**src/rtl/trace_defs.sv**
```systemverilog
// Shared definitions for the serial trace transmitter: frame constants,
// the transmit state encoding and the byte selector used to walk a record.
package trace_defs;

   localparam logic [7:0] SYNC_BYTE   = 8'hA5;
   localparam int         FRAME_BYTES = 10;
   localparam int         REC_W       = 72;

   typedef enum logic [1:0] {
      IDLE  = 2'd0,
      START = 2'd1,
      DATA  = 2'd2,
      STOP  = 2'd3
   } txState_t;

   // Picks the byte that goes on the wire at position idx of a frame.
   // Position 0 is the sync marker; positions 1..9 walk the record
   // {C, I, count} from its least significant byte upward, which yields
   // count first, then I and C each little-endian.
   function automatic logic [7:0] frameByte(input logic [REC_W-1:0] rec,
                                            input logic [3:0]       idx);
      logic [7:0] sel;
      case (idx)
         4'd1:    sel = rec[7:0];
         4'd2:    sel = rec[15:8];
         4'd3:    sel = rec[23:16];
         4'd4:    sel = rec[31:24];
         4'd5:    sel = rec[39:32];
         4'd6:    sel = rec[47:40];
         4'd7:    sel = rec[55:48];
         4'd8:    sel = rec[63:56];
         4'd9:    sel = rec[71:64];
         default: sel = SYNC_BYTE;
      endcase
      return sel;
   endfunction

endpackage

```
**src/rtl/trace_fifo.sv**
```systemverilog
// Two-entry record buffer. Slot 0 is always the oldest record, so the
// head is a plain wire and a pop simply shifts slot 1 down. The caller
// guarantees it never pushes into a full buffer without popping and
// never pops an empty one.
module trace_fifo
   import trace_defs::*;
(
   input  logic             clk1,
   input  logic             reset,
   input  logic             push,
   input  logic             pop,
   input  logic [REC_W-1:0] din,
   output logic [REC_W-1:0] head,
   output logic [1:0]       level
);

   logic [REC_W-1:0] slot0;
   logic [REC_W-1:0] slot1;

   // Storage and occupancy. A simultaneous push and pop keeps the level
   // constant: with one entry the new record replaces the head directly,
   // with two entries slot 1 moves to the head and the new record lands
   // behind it.
   always_ff @(posedge clk1 or posedge reset) begin
      if (reset) begin
         slot0 <= '0;
         slot1 <= '0;
         level <= 2'd0;
      end else begin
         case ({push, pop})
            2'b10: begin
               if (level == 2'd0) begin
                  slot0 <= din;
               end else begin
                  slot1 <= din;
               end
               level <= level + 2'd1;
            end
            2'b01: begin
               slot0 <= slot1;
               level <= level - 2'd1;
            end
            2'b11: begin
               if (level == 2'd1) begin
                  slot0 <= din;
               end else begin
                  slot0 <= slot1;
                  slot1 <= din;
               end
            end
            default: begin
            end
         endcase
      end
   end

   assign head = slot0;

endmodule

```
**src/rtl/trace_uart_tx.sv**
```systemverilog
// Debug-side trace transmitter. Each captured {C, I, count} record is
// buffered and later sent as a 10-byte 8N1 UART frame led by a sync byte.
// Captures that find the buffer full are dropped and flagged sticky.
module trace_uart_tx
   import trace_defs::*;
#(
   parameter int CLKS_PER_BIT = 4
) (
   input  logic        clk1,
   input  logic        reset,
   input  logic        capture,
   input  logic [7:0]  count,
   input  logic [31:0] I,
   input  logic [31:0] C,
   output logic        tx,
   output logic        busy,
   output logic [1:0]  level,
   output logic        overflow
);

   localparam int               BAUD_W    = (CLKS_PER_BIT > 1) ? $clog2(CLKS_PER_BIT) : 1;
   localparam logic [BAUD_W-1:0] BAUD_LAST = BAUD_W'(CLKS_PER_BIT - 1);
   localparam logic [3:0]        LAST_BYTE = 4'(FRAME_BYTES - 1);

   txState_t          state;
   txState_t          stateNext;
   logic [BAUD_W-1:0] baudCnt;
   logic [BAUD_W-1:0] baudNext;
   logic [2:0]        bitIdx;
   logic [2:0]        bitNext;
   logic [3:0]        byteIdx;
   logic [3:0]        byteNext;
   logic [REC_W-1:0]  curRec;
   logic [REC_W-1:0]  fifoHead;
   logic [7:0]        curByte;
   logic              pop;
   logic              push;
   logic              txNext;
   logic              busyNext;
   logic [1:0]        levelNext;

   trace_fifo fifo (
      .clk1  (clk1),
      .reset (reset),
      .push  (push),
      .pop   (pop),
      .din   ({C, I, count}),
      .head  (fifoHead),
      .level (level)
   );

   // Transmit sequencing. The baud counter paces every bit; DATA walks
   // eight bits, STOP either moves to the next byte of the frame or, at
   // the end of the frame, chains straight into the next buffered record
   // so frames go out back-to-back. Popping happens on the same edge the
   // START bit begins, which is also when the record is latched.
   always_comb begin
      stateNext = state;
      baudNext  = baudCnt;
      bitNext   = bitIdx;
      byteNext  = byteIdx;
      pop       = 1'b0;
      case (state)
         IDLE: begin
            if (level != 2'd0) begin
               pop       = 1'b1;
               stateNext = START;
               baudNext  = '0;
               bitNext   = 3'd0;
               byteNext  = 4'd0;
            end
         end
         START: begin
            if (baudCnt == BAUD_LAST) begin
               baudNext  = '0;
               bitNext   = 3'd0;
               stateNext = DATA;
            end else begin
               baudNext = baudCnt + 1'b1;
            end
         end
         DATA: begin
            if (baudCnt == BAUD_LAST) begin
               baudNext = '0;
               if (bitIdx == 3'd7) begin
                  bitNext   = 3'd0;
                  stateNext = STOP;
               end else begin
                  bitNext = bitIdx + 3'd1;
               end
            end else begin
               baudNext = baudCnt + 1'b1;
            end
         end
         STOP: begin
            if (baudCnt == BAUD_LAST) begin
               baudNext = '0;
               if (byteIdx != LAST_BYTE) begin
                  byteNext  = byteIdx + 4'd1;
                  stateNext = START;
               end else begin
                  byteNext = 4'd0;
                  if (level != 2'd0) begin
                     pop       = 1'b1;
                     stateNext = START;
                  end else begin
                     stateNext = IDLE;
                  end
               end
            end else begin
               baudNext = baudCnt + 1'b1;
            end
         end
         default: begin
            stateNext = IDLE;
         end
      endcase
   end

   // Buffer admission and the registered output values. A capture is
   // accepted whenever there is room, including the full case where a pop
   // frees a slot on the same edge. The line level is computed from the
   // next state so that tx itself is a flop with no decode glitches.
   always_comb begin
      push      = capture && ((level != 2'd2) || pop);
      levelNext = level + {1'b0, push} - {1'b0, pop};
      busyNext  = (stateNext != IDLE) || (levelNext != 2'd0);
      curByte   = frameByte(curRec, byteNext);
      case (stateNext)
         START:   txNext = 1'b0;
         DATA:    txNext = curByte[bitNext];
         default: txNext = 1'b1;
      endcase
   end

   // State, counters, the record being sent, and the registered outputs.
   // Reset abandons any frame in flight and returns the line to idle high.
   always_ff @(posedge clk1 or posedge reset) begin
      if (reset) begin
         state    <= IDLE;
         baudCnt  <= '0;
         bitIdx   <= 3'd0;
         byteIdx  <= 4'd0;
         curRec   <= '0;
         tx       <= 1'b1;
         busy     <= 1'b0;
         overflow <= 1'b0;
      end else begin
         state   <= stateNext;
         baudCnt <= baudNext;
         bitIdx  <= bitNext;
         byteIdx <= byteNext;
         if (pop) begin
            curRec <= fifoHead;
         end
         tx   <= txNext;
         busy <= busyNext;
         if (capture && !push) begin
            overflow <= 1'b1;
         end
      end
   end

endmodule

```
**config.mk**
```make
export PLATFORM = sky130hd
export DESIGN_NAME = trace_uart_tx
export DESIGN_NICKNAME = d
export VERILOG_FILES = /design/src/rtl/trace_defs.sv /design/src/rtl/trace_fifo.sv /design/src/rtl/trace_uart_tx.sv
export SDC_FILE = /design/constraint.sdc
export NUM_CORES = 1
export LEC_CHECK = 0
export CAP_MARGIN = 40
export CORE_MARGIN = 2
export CORE_UTILIZATION = 59
export DETAILED_ROUTE_END_ITERATION = 8
export PLACE_DENSITY = 0.8
export SYNTH_ARGS = -nofsm -noshare
export SYNTH_HDL_FRONTEND = slang
export SYNTH_SLANG_ARGS = --single-unit
```
**constraint.sdc**
```tcl
create_clock -name clk1 -period 8.8 [get_ports clk1]
set_input_delay 0.88 -clock clk1 [delete_from_list [all_inputs] [get_ports clk1]]
set_output_delay 0.88 -clock clk1 [all_outputs]
set_load 0.02 [all_outputs]
```
Word level (Yosys, flattened, before mapping):

Index checks and enable logic that the tools add are counted.

* bits in registers: 232
* latch bits: 0
* RAM bits: 0
* ROM bits: 0
* input port bits: 75
* output and inout bits: 5
* word-level logic and storage cells: 96
* memories kept: 0

* add/sub/neg operators: 7
* $mul: 0
* divide/modulo/power cells: 0
* $lt $le $gt $ge: 1
* equality and inequality tests: 26
* shifts and indexed selects: 0
* mux-type cells: 35
* bitwise gates (word level): 0
* reduce and logical (&&, ||, !) cells: 16

Operator list (number)
* $mux W72: 4
* $pmux W72 S3: 1
* $pmux W72 S2: 1
* $pmux W8 S9: 1
* $eq A4 B3 Y1 const B: 4
* $mux W2: 7
* $eq A2 B2 Y1 const B: 6
* $mux W3: 4
* $mux W4: 3
* $reduce_bool A2 Y1: 5
* $pmux W3 S3: 1
* $eq A2 B1 Y1 const B: 4
* $eq A4 B2 Y1 const B: 2
* $eq A4 B4 Y1 const B: 2
* $ne A2 B2 Y1 const B: 4
* $pmux W2 S2: 2
* $pmux W2 S4: 1
* $pmux W4 S2: 1
* $mux W1: 6
* $add A2 B1 Y2 const B: 2
* $add A4 B1 Y4 const B: 1
* $eq A4 B1 Y1 const B: 1
* $logic_not A2 Y1: 2
* $lt A3 B4 Y1 const B: 1
* 16 further kinds: 19

Longest topological paths before layout:

Gate-level depths: netlist (run 1).

* depth after elaboration: 11
* gate-level depth with buffers: 14
* depth with buffers taken out: 12

By module:

A second synthesis (run 1) with hierarchy kept.

* cell total of the unflattened synthesis: 995
* area total of the unflattened synthesis: 11385.9 µm²

Modules (own cells, without submodules)
* trace_fifo: times used 1, cells an instance 594, area each 6849.1 µm², seq. area each 3653.5 µm²
* trace_uart_tx: times used 1, cells an instance 401, area each 4536.9 µm², seq. area each 2153.3 µm²

Worst setup path after synthesis (run 1):

OpenSTA, ideal clock, no wires.

* kind: reg2reg
* start point: register fifo.level[0]
* end point: register tx
* library setup time: 80 ps
* arrival time: 2666 ps
* required time: 8720 ps
* path slack: 6055 ps
* cell stages (with the launch flop): 14
* path buffers: 2
* period minus slack after synthesis: 2745 ps
* cells stage by stage: dfrtp_1 -> inv_1 -> ha_1 -> buf_2 -> a21oi_1 -> nand3_1 -> nand2_1 -> buf_4 -> mux2_1 -> a22oi_1 -> o22ai_1 -> a211oi_1 -> o31ai_1 -> a32o_1

* cells in the longest elaborated chain, start to end: 8
* elaborated cells between the ends (all ways): 25
* classes of those cells: eq/ne (11); mux (13); reduce/logical (1)

Ends and longest elaborated chain
* from (decl): RTL line trace_fifo.sv:14 `output logic [1:0] level`
* from (signal assigned): RTL line trace_fifo.sv:37 `level <= level + 2'd1;`
* from (signal assigned): RTL line trace_fifo.sv:41 `level <= level - 2'd1;`
* $reduce_bool A2 Y1 (*): RTL line trace_uart_tx.sv:65, trace_uart_tx.sv:103
* $mux W4: RTL line trace_uart_tx.sv:65 `if (level != 2'd0) begin`
* $pmux W4 S2: RTL line trace_uart_tx.sv:63 `case (state)`
* $eq A4 B4 Y1 (tied with other cells): RTL line trace_defs.sv:23 `case (idx)`
* $pmux W8 S9: RTL line trace_defs.sv:23
* $bmux W1 S3: RTL line trace_uart_tx.sv:131 `DATA: txNext = curByte[bitNext];`
* $mux W1 (not written as such): RTL line trace_uart_tx.sv:131
* $pmux W1 S2 (*): RTL line trace_uart_tx.sv:129 `case (stateNext)`
* via txNext: RTL line trace_uart_tx.sv:38 `logic txNext;`
* to (signal assigned): RTL line trace_uart_tx.sv:156 `tx <= txNext;`
* to (decl): RTL line trace_uart_tx.sv:15 `output logic tx,`

Mark *: on every way through the listed nets, which the timed path passes. The rest lies on a longest branch. The select of a mux whose other input is x is not followed.
A chain may end at the register's enable or synchronous reset.

Worst setup path in the final report (run 1):

* start point: register fifo.level[0]
* end point: register tx

* cells in the longest elaborated chain, start to end: 8
* elaborated cells between the ends (all ways): 25
* classes of those cells: eq/ne (11); mux (13); reduce/logical (1)

Ends and longest elaborated chain
* $reduce_bool A2 Y1 (*): RTL line trace_uart_tx.sv:65
* $mux W4 (*): RTL line trace_uart_tx.sv:65
* $pmux W4 S2 (*): RTL line trace_uart_tx.sv:63
* via byteNext[0]: RTL line trace_uart_tx.sv:32 `logic [3:0] byteNext;`
* $eq A4 B4 Y1 (tied with other cells): RTL line trace_defs.sv:23
* $pmux W8 S9 (*): RTL line trace_defs.sv:23
* $bmux W1 S3 (*): RTL line trace_uart_tx.sv:131
* $mux W1 (not written as such) (*): RTL line trace_uart_tx.sv:131
* $pmux W1 S2 (*): RTL line trace_uart_tx.sv:129
* via txNext: RTL line trace_uart_tx.sv:38

Marks and branches as above.

==> impl_metrics.prom, run 1 <==
# TYPE chip_impl_metric gauge
chip_impl_metric{name="place.gp.congestion",unit=""} 1.02
chip_impl_metric{name="synth.net_count",unit=""} 1105
chip_impl_metric{name="top_level_ports",unit=""} 80
chip_impl_metric{name="grt_max_degree",unit=""} 113
chip_impl_metric{name="syn_area_per_cell",unit="sq um"} 10.3
chip_impl_info{name="crit_path_end_kind",value="register"} 1
chip_impl_metric{name="number_of_global_route_vias_before_repair",unit=""} 7540
chip_impl_metric{name="design.core.area",unit="sq um"} 17400
chip_impl_metric{name="die_area",unit="sq um"} 18900
chip_impl_info{name="critical_path_class",value="register to register"} 1
chip_impl_info{name="unrepaired_setup_endpoints_after_global_routing",value="no"} 1
chip_impl_metric{name="num_vias",unit=""} 7454
chip_impl_metric{name="avgRoutedWirePerCell",unit="um"} 16.8
chip_impl_info{name="clock_tree_from_tritoncts",value="done"} 1
chip_impl_metric{name="grt_antenna_before_repair",unit=""} 0
chip_impl_metric{name="global_route_total_overflow",unit=""} 0
chip_impl_metric{name="synth.yosys.warnings",unit=""} 0
chip_impl_metric{name="number_of_buffers_and_inverters_on_the_critical_path",unit=""} 2
chip_impl_metric{name="area.growth.synth_to_final",unit="%"} 17.2
chip_impl_info{name="final_common_cell",value="sky130_fd_sc_hd__nand2_1"} 1
chip_impl_metric{name="cell_area_synth",unit="sq um"} 10500
chip_impl_metric{name="worst_ep_arrival_time",unit="ps"} 3850
chip_impl_metric{name="post_cts_buffers",unit=""} 0
chip_impl_metric{name="post_synth_num_cell_types",unit=""} 62
chip_impl_metric{name="final_core_utilization",unit="%"} 71.0
chip_impl_metric{name="routed_wirelength",unit="mm"} 22.1
chip_impl_info{name="busiest_grt_layer",value="met2"} 1
chip_impl_info{name="list_of_cells_traversed_by_the_critical_path",value="inv_1 -> ha_1 -> a21oi_1 -> nand3_1 -> nand2_1 -> inv_2 -> o31ai_1 -> o21ai_1 -> o2111ai_1 -> o211ai_1 -> o31ai_1 -> a32o_1"} 1
chip_impl_metric{name="grt_use_met3",unit="%"} 3.13
chip_impl_info{name="path_category_of_the_worst_min_delay_check",value="register to register"} 1
chip_impl_metric{name="postCtsResizedCells",unit=""} 0
chip_impl_metric{name="core.rowCount",unit=""} 48
chip_impl_metric{name="layout.nets",unit=""} 1164
chip_impl_metric{name="maxCapViolations",unit=""} 0
chip_impl_metric{name="first_pass_grt_wire_length",unit="mm"} 36.7
chip_impl_info{name="critical_path.top_delay_family",value="compound AO/OA/AOI/OAI gates"} 1
chip_impl_info{name="layout_common_cells",value="sky130_fd_sc_hd__nand2_1 (321), sky130_fd_sc_hd__dfrtp_1 (231), sky130_fd_sc_hd__o21ai_0 (85)"} 1
chip_impl_metric{name="fmax",unit="MHz"} 294
chip_impl_metric{name="post_detailed_route_count_of_antenna_violating_nets",unit=""} 0
chip_impl_metric{name="finalSetupTns",unit="ps"} 0
chip_impl_metric{name="final_worst_path_cycle_share",unit="%"} 38.6
chip_impl_info{name="launching_element_type_of_the_critical_path",value="register"} 1
chip_impl_metric{name="fp.dieW",unit="um"} 137
chip_impl_metric{name="first_drt_pass_iteration_count",unit=""} 6
chip_impl_metric{name="placed_cells_incl_taps",unit=""} 1274
chip_impl_metric{name="max_slew_vio_count",unit=""} 0
chip_impl_metric{name="critPathRequiredTime",unit="ps"} 9250
chip_impl_metric{name="drc",unit=""} 0
chip_impl_metric{name="groute.layer.met1.usage",unit="%"} 33.7
chip_impl_metric{name="setup_viol_count_final",unit=""} 0
chip_impl_info{name="ys_dominant_reg_cell",value="sky130_fd_sc_hd__dfrtp_1"} 1
chip_impl_metric{name="max_slew_headroom",unit="%"} 42.8
chip_impl_metric{name="io_buffer_count",unit=""} 79
chip_impl_metric{name="number_of_enable_flip_flop_cells_after_synthesis",unit=""} 0
chip_impl_metric{name="worst-slew-pin-transition",unit="ps"} 849
chip_impl_metric{name="post_cts_hold_buffer_count",unit=""} 0
chip_impl_metric{name="cts.path.max_buffers",unit=""} 3
chip_impl_metric{name="finalCriticalPeriod",unit="ps"} 3400
chip_impl_metric{name="peakVddDrop",unit="mV"} 0.304
chip_impl_metric{name="final.fill_count",unit=""} 1262
chip_impl_metric{name="hold_viol",unit=""} 0
chip_impl_metric{name="avgViaCountPerCell",unit=""} 5.68
chip_impl_metric{name="power-per-cell-area",unit="nW/um^2"} 368
chip_impl_metric{name="clk_pin_slew",unit="ps"} 60
chip_impl_metric{name="track_usage",unit="%"} 24.2
chip_impl_metric{name="synthesis.instances",unit=""} 1016
chip_impl_metric{name="design_power_total",unit="uW"} 4540
chip_impl_metric{name="clock-skew-final",unit="ps"} 6.92
chip_impl_info{name="slowest_stage",value="sky130_fd_sc_hd__nand2_1"} 1
chip_impl_metric{name="drive_gt1_share",unit="%"} 13.1
chip_impl_metric{name="worst_path_largest_cell_delay",unit="ps"} 530
chip_impl_metric{name="final-instance-count-excl-fill",unit=""} 1313
chip_impl_metric{name="p_leak",unit="uW"} 0.00561
chip_impl_metric{name="antenna_cells_inserted",unit=""} 0
chip_impl_metric{name="synth_seq_area_share",unit="%"} 55.3
chip_impl_metric{name="initial_core_util",unit="%"} 60.6
chip_impl_metric{name="grt_util_met2",unit="%"} 40.4
chip_impl_metric{name="fp.dieH",unit="um"} 137
chip_impl_metric{name="worstSkewPairLatency",unit="ps"} 510
chip_impl_metric{name="async_flop_share",unit="%"} 100
chip_impl_metric{name="cts_htree_levels",unit=""} 1
chip_impl_metric{name="yosys_register_bits",unit=""} 232
chip_impl_metric{name="number_of_buffers_added_by_the_clock_tree_synthesis_step",unit=""} 24
chip_impl_info{name="run_status",value="complete, no violations"} 1
chip_impl_metric{name="dr.first_iter.drc_count",unit=""} 520
chip_impl_metric{name="worstPathMaxFanout",unit=""} 12
chip_impl_info{name="critPathMostFrequentCell",value="sky130_fd_sc_hd__o31ai_1"} 1
chip_impl_metric{name="hpwl",unit="mm"} 14.6
chip_impl_metric{name="clock-sinks",unit=""} 232
chip_impl_info{name="clock_tree.root_cell",value="sky130_fd_sc_hd__clkbuf_16"} 1
## Yosys cell counts, types with 4 or more instances
cell type,instances,area [sq um]
sky130_fd_sc_hd__inv_1,14,52.6
sky130_fd_sc_hd__inv_2,4,15.0
sky130_fd_sc_hd__clkbuf_1,33,124
sky130_fd_sc_hd__o21ai_0,85,425
sky130_fd_sc_hd__mux2i_1,84,841
sky130_fd_sc_hd__mux2_2,76,856
sky130_fd_sc_hd__buf_4,4,30.0
sky130_fd_sc_hd__dfrtp_1,231,5780
sky130_fd_sc_hd__buf_2,18,90.1
sky130_fd_sc_hd__a31oi_1,10,62.6
sky130_fd_sc_hd__nand3_1,10,50.1
sky130_fd_sc_hd__nor3_1,5,25.0
sky130_fd_sc_hd__o31ai_1,4,30.0
sky130_fd_sc_hd__nand2_1,322,1210
sky130_fd_sc_hd__and3_1,6,37.5
sky130_fd_sc_hd__o22ai_1,5,31.3
sky130_fd_sc_hd__a21oi_1,11,55.1
sky130_fd_sc_hd__o211ai_1,4,30.0
sky130_fd_sc_hd__ha_1,14,175
sky130_fd_sc_hd__nor2_1,14,52.6
## layout make-up
class                   count  area (sq um)  area share, %
well taps                 225           282           2.29
clock inverters             5           100          0.813
repair buffers             90           926           7.52
flip-flops and latches    232          5810           47.1
clock buffers              34           699           5.68
multi-input cells         708          4420           35.9
inverters                  19          86.3          0.701
## metal layers
metal,part of all wire (%),vias up,wire [um]
met4,2.7,0,600
met5,0,-,0
met3,4.5,55,995
met1,44,3625,9770
li1,-,3570,-
met2,49,204,10700
## kinds of logic (layout without fill, tap and decap cells)
logic type	count (synthesis)	in the layout	share of synthesized area (%)
xor+xnor	3	3	0.250
fa+ha+maj	14	14	1.67
compound gates	149	149	8.49
buf+inv	76	148	3.21
mux	161	161	16.3
simple gates	381	381	14.9
flops	232	232	55.3
## flip-flops by register name (all words and copies together), names as in the netlist
name        count
fifo.slot1     72
curRec         72
fifo.level      2
bitIdx          3
baudCnt         2
byteIdx         4
fifo.head      72
busy            1
tx              1
state           2
overflow        1
## path summary, 6_finish.rpt
check	start	end	slack (ps)	depth (start not counted)
worst min-delay path	fifo.head[26]	curRec[26]	460	2
worst max register to register	fifo.level[0]	tx	5400	12
max in group asynchronous	reset	fifo.slot1[41]	7020	4
min in group asynchronous	reset	fifo.head[1]	750	2
worst max-delay path	fifo.level[0]	tx	5400	12
worst min register to register	fifo.head[26]	curRec[26]	460	2
## stage by stage
stage               hold WS [ps]  setup slack (ps)  instance area [sq um]
floorplan                    437              1560                  10500
global placement             446              5350                  11400
detailed placement           450              5440                  11500
CTS                          464              5410                  12300
global route                 485              5160                  12300
finish                       464              5400                  12300
## power by group
group / switching [uW] / internal [uW] / total (uW) / leakage (uW)
clock network: 400 / 635 / 1040 / 0.000393
registers: 288 / 1570 / 1860 / 0.00287
logic: 943 / 698 / 1640 / 0.00235
## tightest hold or removal path, cell delays in order, from the launching register on
cell and delay, ps:
sky130_fd_sc_hd__dfrtp_1 340, sky130_fd_sc_hd__nand2_1 50, sky130_fd_sc_hd__nand2_1 50
No activity file was read; power rests on OpenSTA's default activity.
==> inputs of run 2 (changes only) <==
==> constraint.sdc (replaced) <==
create_clock -name clk1 -period 3.43 [get_ports clk1]
set_input_delay 0.343 -clock clk1 [delete_from_list [all_inputs] [get_ports clk1]]
set_output_delay 0.343 -clock clk1 [all_outputs]
set_load 0.02 [all_outputs]
==> run 2 against run 1 <==
  * Cell count increased by 1.5%
  * Global-route usage increased by 1.2 points
  * Hold slack got worse by 210 ps
  * Combinational power increased to 2.6 times the previous value
  * Design area increased by 1.6%
  * Clock-buffer cell count decreased by 2
  * Worst setup slack got worse by 5200 ps
  * First-iteration DRC count decreased by 20%
  * Register-to-register slack got worse by 5200 ps
  * Critical path type unchanged
  * Largest power group unchanged
  * Highest routed layer unchanged
==> impl_metrics.prom, run 2 (same netlist as run 1, synthesis figures left out) <==
# TYPE chip_impl_metric gauge
chip_impl_metric{name="hpwl",unit="mm"} 15.5
chip_impl_info{name="run_status",value="complete, no violations"} 1
chip_impl_metric{name="peakVddDrop",unit="mV"} 1.53
chip_impl_metric{name="p_int",unit="uW"} 7600
chip_impl_info{name="list_of_cells_traversed_by_the_critical_path",value="inv_1 -> ha_1 -> a21o_1 -> a211oi_2 -> buf_4 -> nor4_1 -> buf_4 -> and3_1 -> a221o_1 -> a2111oi_2 -> nor3_1 -> a32o_1"} 1
chip_impl_metric{name="worst_r2r_path_depth",unit=""} 12
chip_impl_metric{name="final.fill_count",unit=""} 1291
chip_impl_metric{name="timing.reg2reg.setup_slack",unit="ps"} 250
chip_impl_metric{name="track_usage",unit="%"} 25.4
chip_impl_metric{name="worst_ep_arrival_time",unit="ps"} 3630
chip_impl_metric{name="avgRoutedWirePerCell",unit="um"} 17.2
chip_impl_metric{name="clock-sinks",unit=""} 232
chip_impl_metric{name="avgViaCountPerCell",unit=""} 5.63
chip_impl_info{name="launching_element_type_of_the_critical_path",value="register"} 1
chip_impl_metric{name="post_cts_buffers",unit=""} 0
chip_impl_metric{name="grt_antenna_before_repair",unit=""} 0
chip_impl_metric{name="switching_power",unit="uW"} 4290
chip_impl_info{name="unrepaired_setup_endpoints_after_global_routing",value="no"} 1
chip_impl_metric{name="number_of_buffers_and_inverters_on_the_critical_path",unit=""} 3
chip_impl_metric{name="final-instance-count-excl-fill",unit=""} 1333
chip_impl_metric{name="global_route_total_overflow",unit=""} 0
chip_impl_metric{name="worst-slew-pin-transition",unit="ps"} 671
chip_impl_metric{name="worst_path_largest_cell_delay",unit="ps"} 430
chip_impl_metric{name="design.core.area",unit="sq um"} 17400
chip_impl_info{name="crit_path_end_kind",value="register"} 1
chip_impl_metric{name="drive_gt1_share",unit="%"} 15.0
chip_impl_info{name="layout_common_cells",value="sky130_fd_sc_hd__nand2_1 (321), sky130_fd_sc_hd__dfrtp_1 (231), sky130_fd_sc_hd__o21ai_0 (85)"} 1
chip_impl_metric{name="dr.first_iter.drc_count",unit=""} 416
chip_impl_metric{name="post_detailed_route_count_of_antenna_violating_nets",unit=""} 0
chip_impl_metric{name="initial_core_util",unit="%"} 60.6
chip_impl_info{name="clock_tree.root_cell",value="sky130_fd_sc_hd__clkbuf_16"} 1
chip_impl_info{name="path_category_of_the_worst_min_delay_check",value="input port to async pin"} 1
chip_impl_info{name="critPathMostFrequentCell",value="sky130_fd_sc_hd__buf_4"} 1
chip_impl_metric{name="setup_viol_count_final",unit=""} 0
chip_impl_info{name="clock_tree_from_tritoncts",value="done"} 1
chip_impl_metric{name="cts_htree_levels",unit=""} 1
chip_impl_metric{name="seq_pwr_share",unit="%"} 40.2
chip_impl_metric{name="postCtsResizedCells",unit=""} 0
chip_impl_metric{name="clk_pin_slew",unit="ps"} 60
chip_impl_metric{name="drc",unit=""} 0
chip_impl_metric{name="number_of_buffers_added_by_the_clock_tree_synthesis_step",unit=""} 25
chip_impl_metric{name="pwr-share-comb",unit="%"} 36.3
chip_impl_metric{name="finalSetupTns",unit="ps"} 0
chip_impl_metric{name="p_leak",unit="uW"} 0.00571
chip_impl_metric{name="io_buffer_count",unit=""} 79
chip_impl_metric{name="top_level_ports",unit=""} 80
chip_impl_metric{name="worstSkewPairLatency",unit="ps"} 530
chip_impl_metric{name="clock-skew-final",unit="ps"} 13.5
chip_impl_info{name="slowest_stage",value="sky130_fd_sc_hd__dfrtp_1"} 1
chip_impl_metric{name="maxCapViolations",unit=""} 0
chip_impl_metric{name="place.gp.congestion",unit=""} 0.934
chip_impl_metric{name="cts.path.max_buffers",unit=""} 3
chip_impl_metric{name="fmax",unit="MHz"} 315
chip_impl_metric{name="first_pass_grt_wire_length",unit="mm"} 37.8
chip_impl_metric{name="critPathRequiredTime",unit="ps"} 3880
chip_impl_metric{name="hold_viol",unit=""} 0
chip_impl_metric{name="clkPwrFrac",unit="%"} 23.5
chip_impl_info{name="critical_path.top_delay_family",value="compound AO/OA/AOI/OAI gates"} 1
chip_impl_info{name="startpoint",value="state[0]"} 1
chip_impl_metric{name="grt_max_degree",unit=""} 145
chip_impl_metric{name="fp.dieW",unit="um"} 137
chip_impl_metric{name="first_drt_pass_iteration_count",unit=""} 5
chip_impl_info{name="critical_path_class",value="register to register"} 1
chip_impl_metric{name="num_vias",unit=""} 7510
chip_impl_metric{name="routed_wirelength",unit="mm"} 22.9
chip_impl_metric{name="finalCriticalPeriod",unit="ps"} 3180
chip_impl_metric{name="max_slew_vio_count",unit=""} 0
chip_impl_metric{name="final_worst_path_cycle_share",unit="%"} 92.7
chip_impl_metric{name="fp.dieH",unit="um"} 137
chip_impl_metric{name="worstPathMaxFanout",unit=""} 6
chip_impl_metric{name="number_of_global_route_vias_before_repair",unit=""} 7631
chip_impl_metric{name="antenna_cells_inserted",unit=""} 0
chip_impl_metric{name="placed_cells_incl_taps",unit=""} 1290
chip_impl_metric{name="post_cts_hold_buffer_count",unit=""} 0
chip_impl_metric{name="max_slew_headroom",unit="%"} 55.2
chip_impl_metric{name="core.rowCount",unit=""} 48
chip_impl_metric{name="switching_part_of_the_total_power",unit="%"} 36.1
chip_impl_info{name="critical_path.reg2reg.startpoint",value="state[0]"} 1
chip_impl_metric{name="die_area",unit="sq um"} 18900
chip_impl_metric{name="area.growth.synth_to_final",unit="%"} 19.1
chip_impl_metric{name="power-per-cell-area",unit="nW/um^2"} 950
chip_impl_info{name="final_common_cell",value="sky130_fd_sc_hd__nand2_1"} 1
chip_impl_info{name="timing.rr.end",value="tx"} 1
chip_impl_metric{name="layout.nets",unit=""} 1181
[run 2: changes by cell type in the layout (fill, tap and decap cells not counted), moves of 2 or more]
cell / change
sky130_fd_sc_hd__buf_4: +14
sky130_fd_sc_hd__buf_16: -2
sky130_fd_sc_hd__buf_12: +4
sky130_fd_sc_hd__clkinv_2: +2
sky130_fd_sc_hd__clkinvlp_4: +2
[run 2: cell type report]
class / instances / area (sq um) / area share [%]
Sequential cell: 232 / 5810 / 46.4
Multi-Input combinational cell: 708 / 4430 / 35.4
Timing Repair Buffer: 106 / 1060 / 8.44
Clock buffer: 32 / 682 / 5.45
Tap cell: 225 / 282 / 2.25
Clock inverter: 11 / 176 / 1.41
Inverter: 19 / 85.1 / 0.680
[run 2: worst max path at each step]
stage	end	slack [ps]	depth (start not counted)
floorplan	baudCnt[0]	50	1
global placement	tx	250	12
detailed placement	tx	140	12
CTS	tx	130	12
global route	tx	60	12
finish	tx	250	12
[run 2: power by group through the flow]
| stage | clock network (uW) | logic (uW) | registers [uW] |
|---|---|---|---|
| floorplan | 0 | 3300 | 4560 |
| global placement | 0 | 4150 | 4760 |
| detailed placement | 0 | 4320 | 4810 |
| CTS | 2830 | 4360 | 4780 |
| global route | 2950 | 4860 | 4910 |
| finish | 2790 | 4320 | 4780 |
[run 2: worst register-to-register path: stages, from the launching register on]
cell,delay (ps)
sky130_fd_sc_hd__dfrtp_1,430
sky130_fd_sc_hd__inv_1,120
sky130_fd_sc_hd__ha_1,390
sky130_fd_sc_hd__a21o_1,220
sky130_fd_sc_hd__a211oi_2,250
sky130_fd_sc_hd__buf_4,160
sky130_fd_sc_hd__nor4_1,50
sky130_fd_sc_hd__buf_4,150
sky130_fd_sc_hd__and3_1,250
sky130_fd_sc_hd__a221o_1,410
sky130_fd_sc_hd__a2111oi_2,280
sky130_fd_sc_hd__nor3_1,90
sky130_fd_sc_hd__a32o_1,290
[run 2: per-layer routing]
metal | vias to the layer above | GRT usage, % | share of wire, %
met5 | - | 0 | 0
met4 | 0 | 8.36 | 3.2
met3 | 48 | 4.34 | 3.8
met2 | 140 | 42.9 | 49
met1 | 3707 | 33.6 | 44
li1 | 3615 | - | -
[run 2: per-stage QoR]
step	cell area, sq um	total power (uW)	setup slack [ps]	util [%]	hold WS (ps)
floorplan	10500	7860	51.9	-	437
global placement	11600	8920	253	67.1	447
detailed placement	11600	9130	143	67.1	453
CTS	12500	12000	127	72.0	260
global route	12500	12700	59.1	72.1	291
finish	12500	11900	252	72.1	254
==> inputs of run 3 (changes only) <==
--- a/config.mk
+++ b/config.mk
@@ -10,6 +10,7 @@
 export CORE_UTILIZATION = 59
 export DETAILED_ROUTE_END_ITERATION = 8
 export PLACE_DENSITY = 0.8
+export SLEW_MARGIN = 10
 export SYNTH_ARGS = -nofsm -noshare
 export SYNTH_HDL_FRONTEND = slang
 export SYNTH_SLANG_ARGS = --single-unit
==> results of run 3 <==
The final DEF is identical to that of run 2; final timing and power are the same.
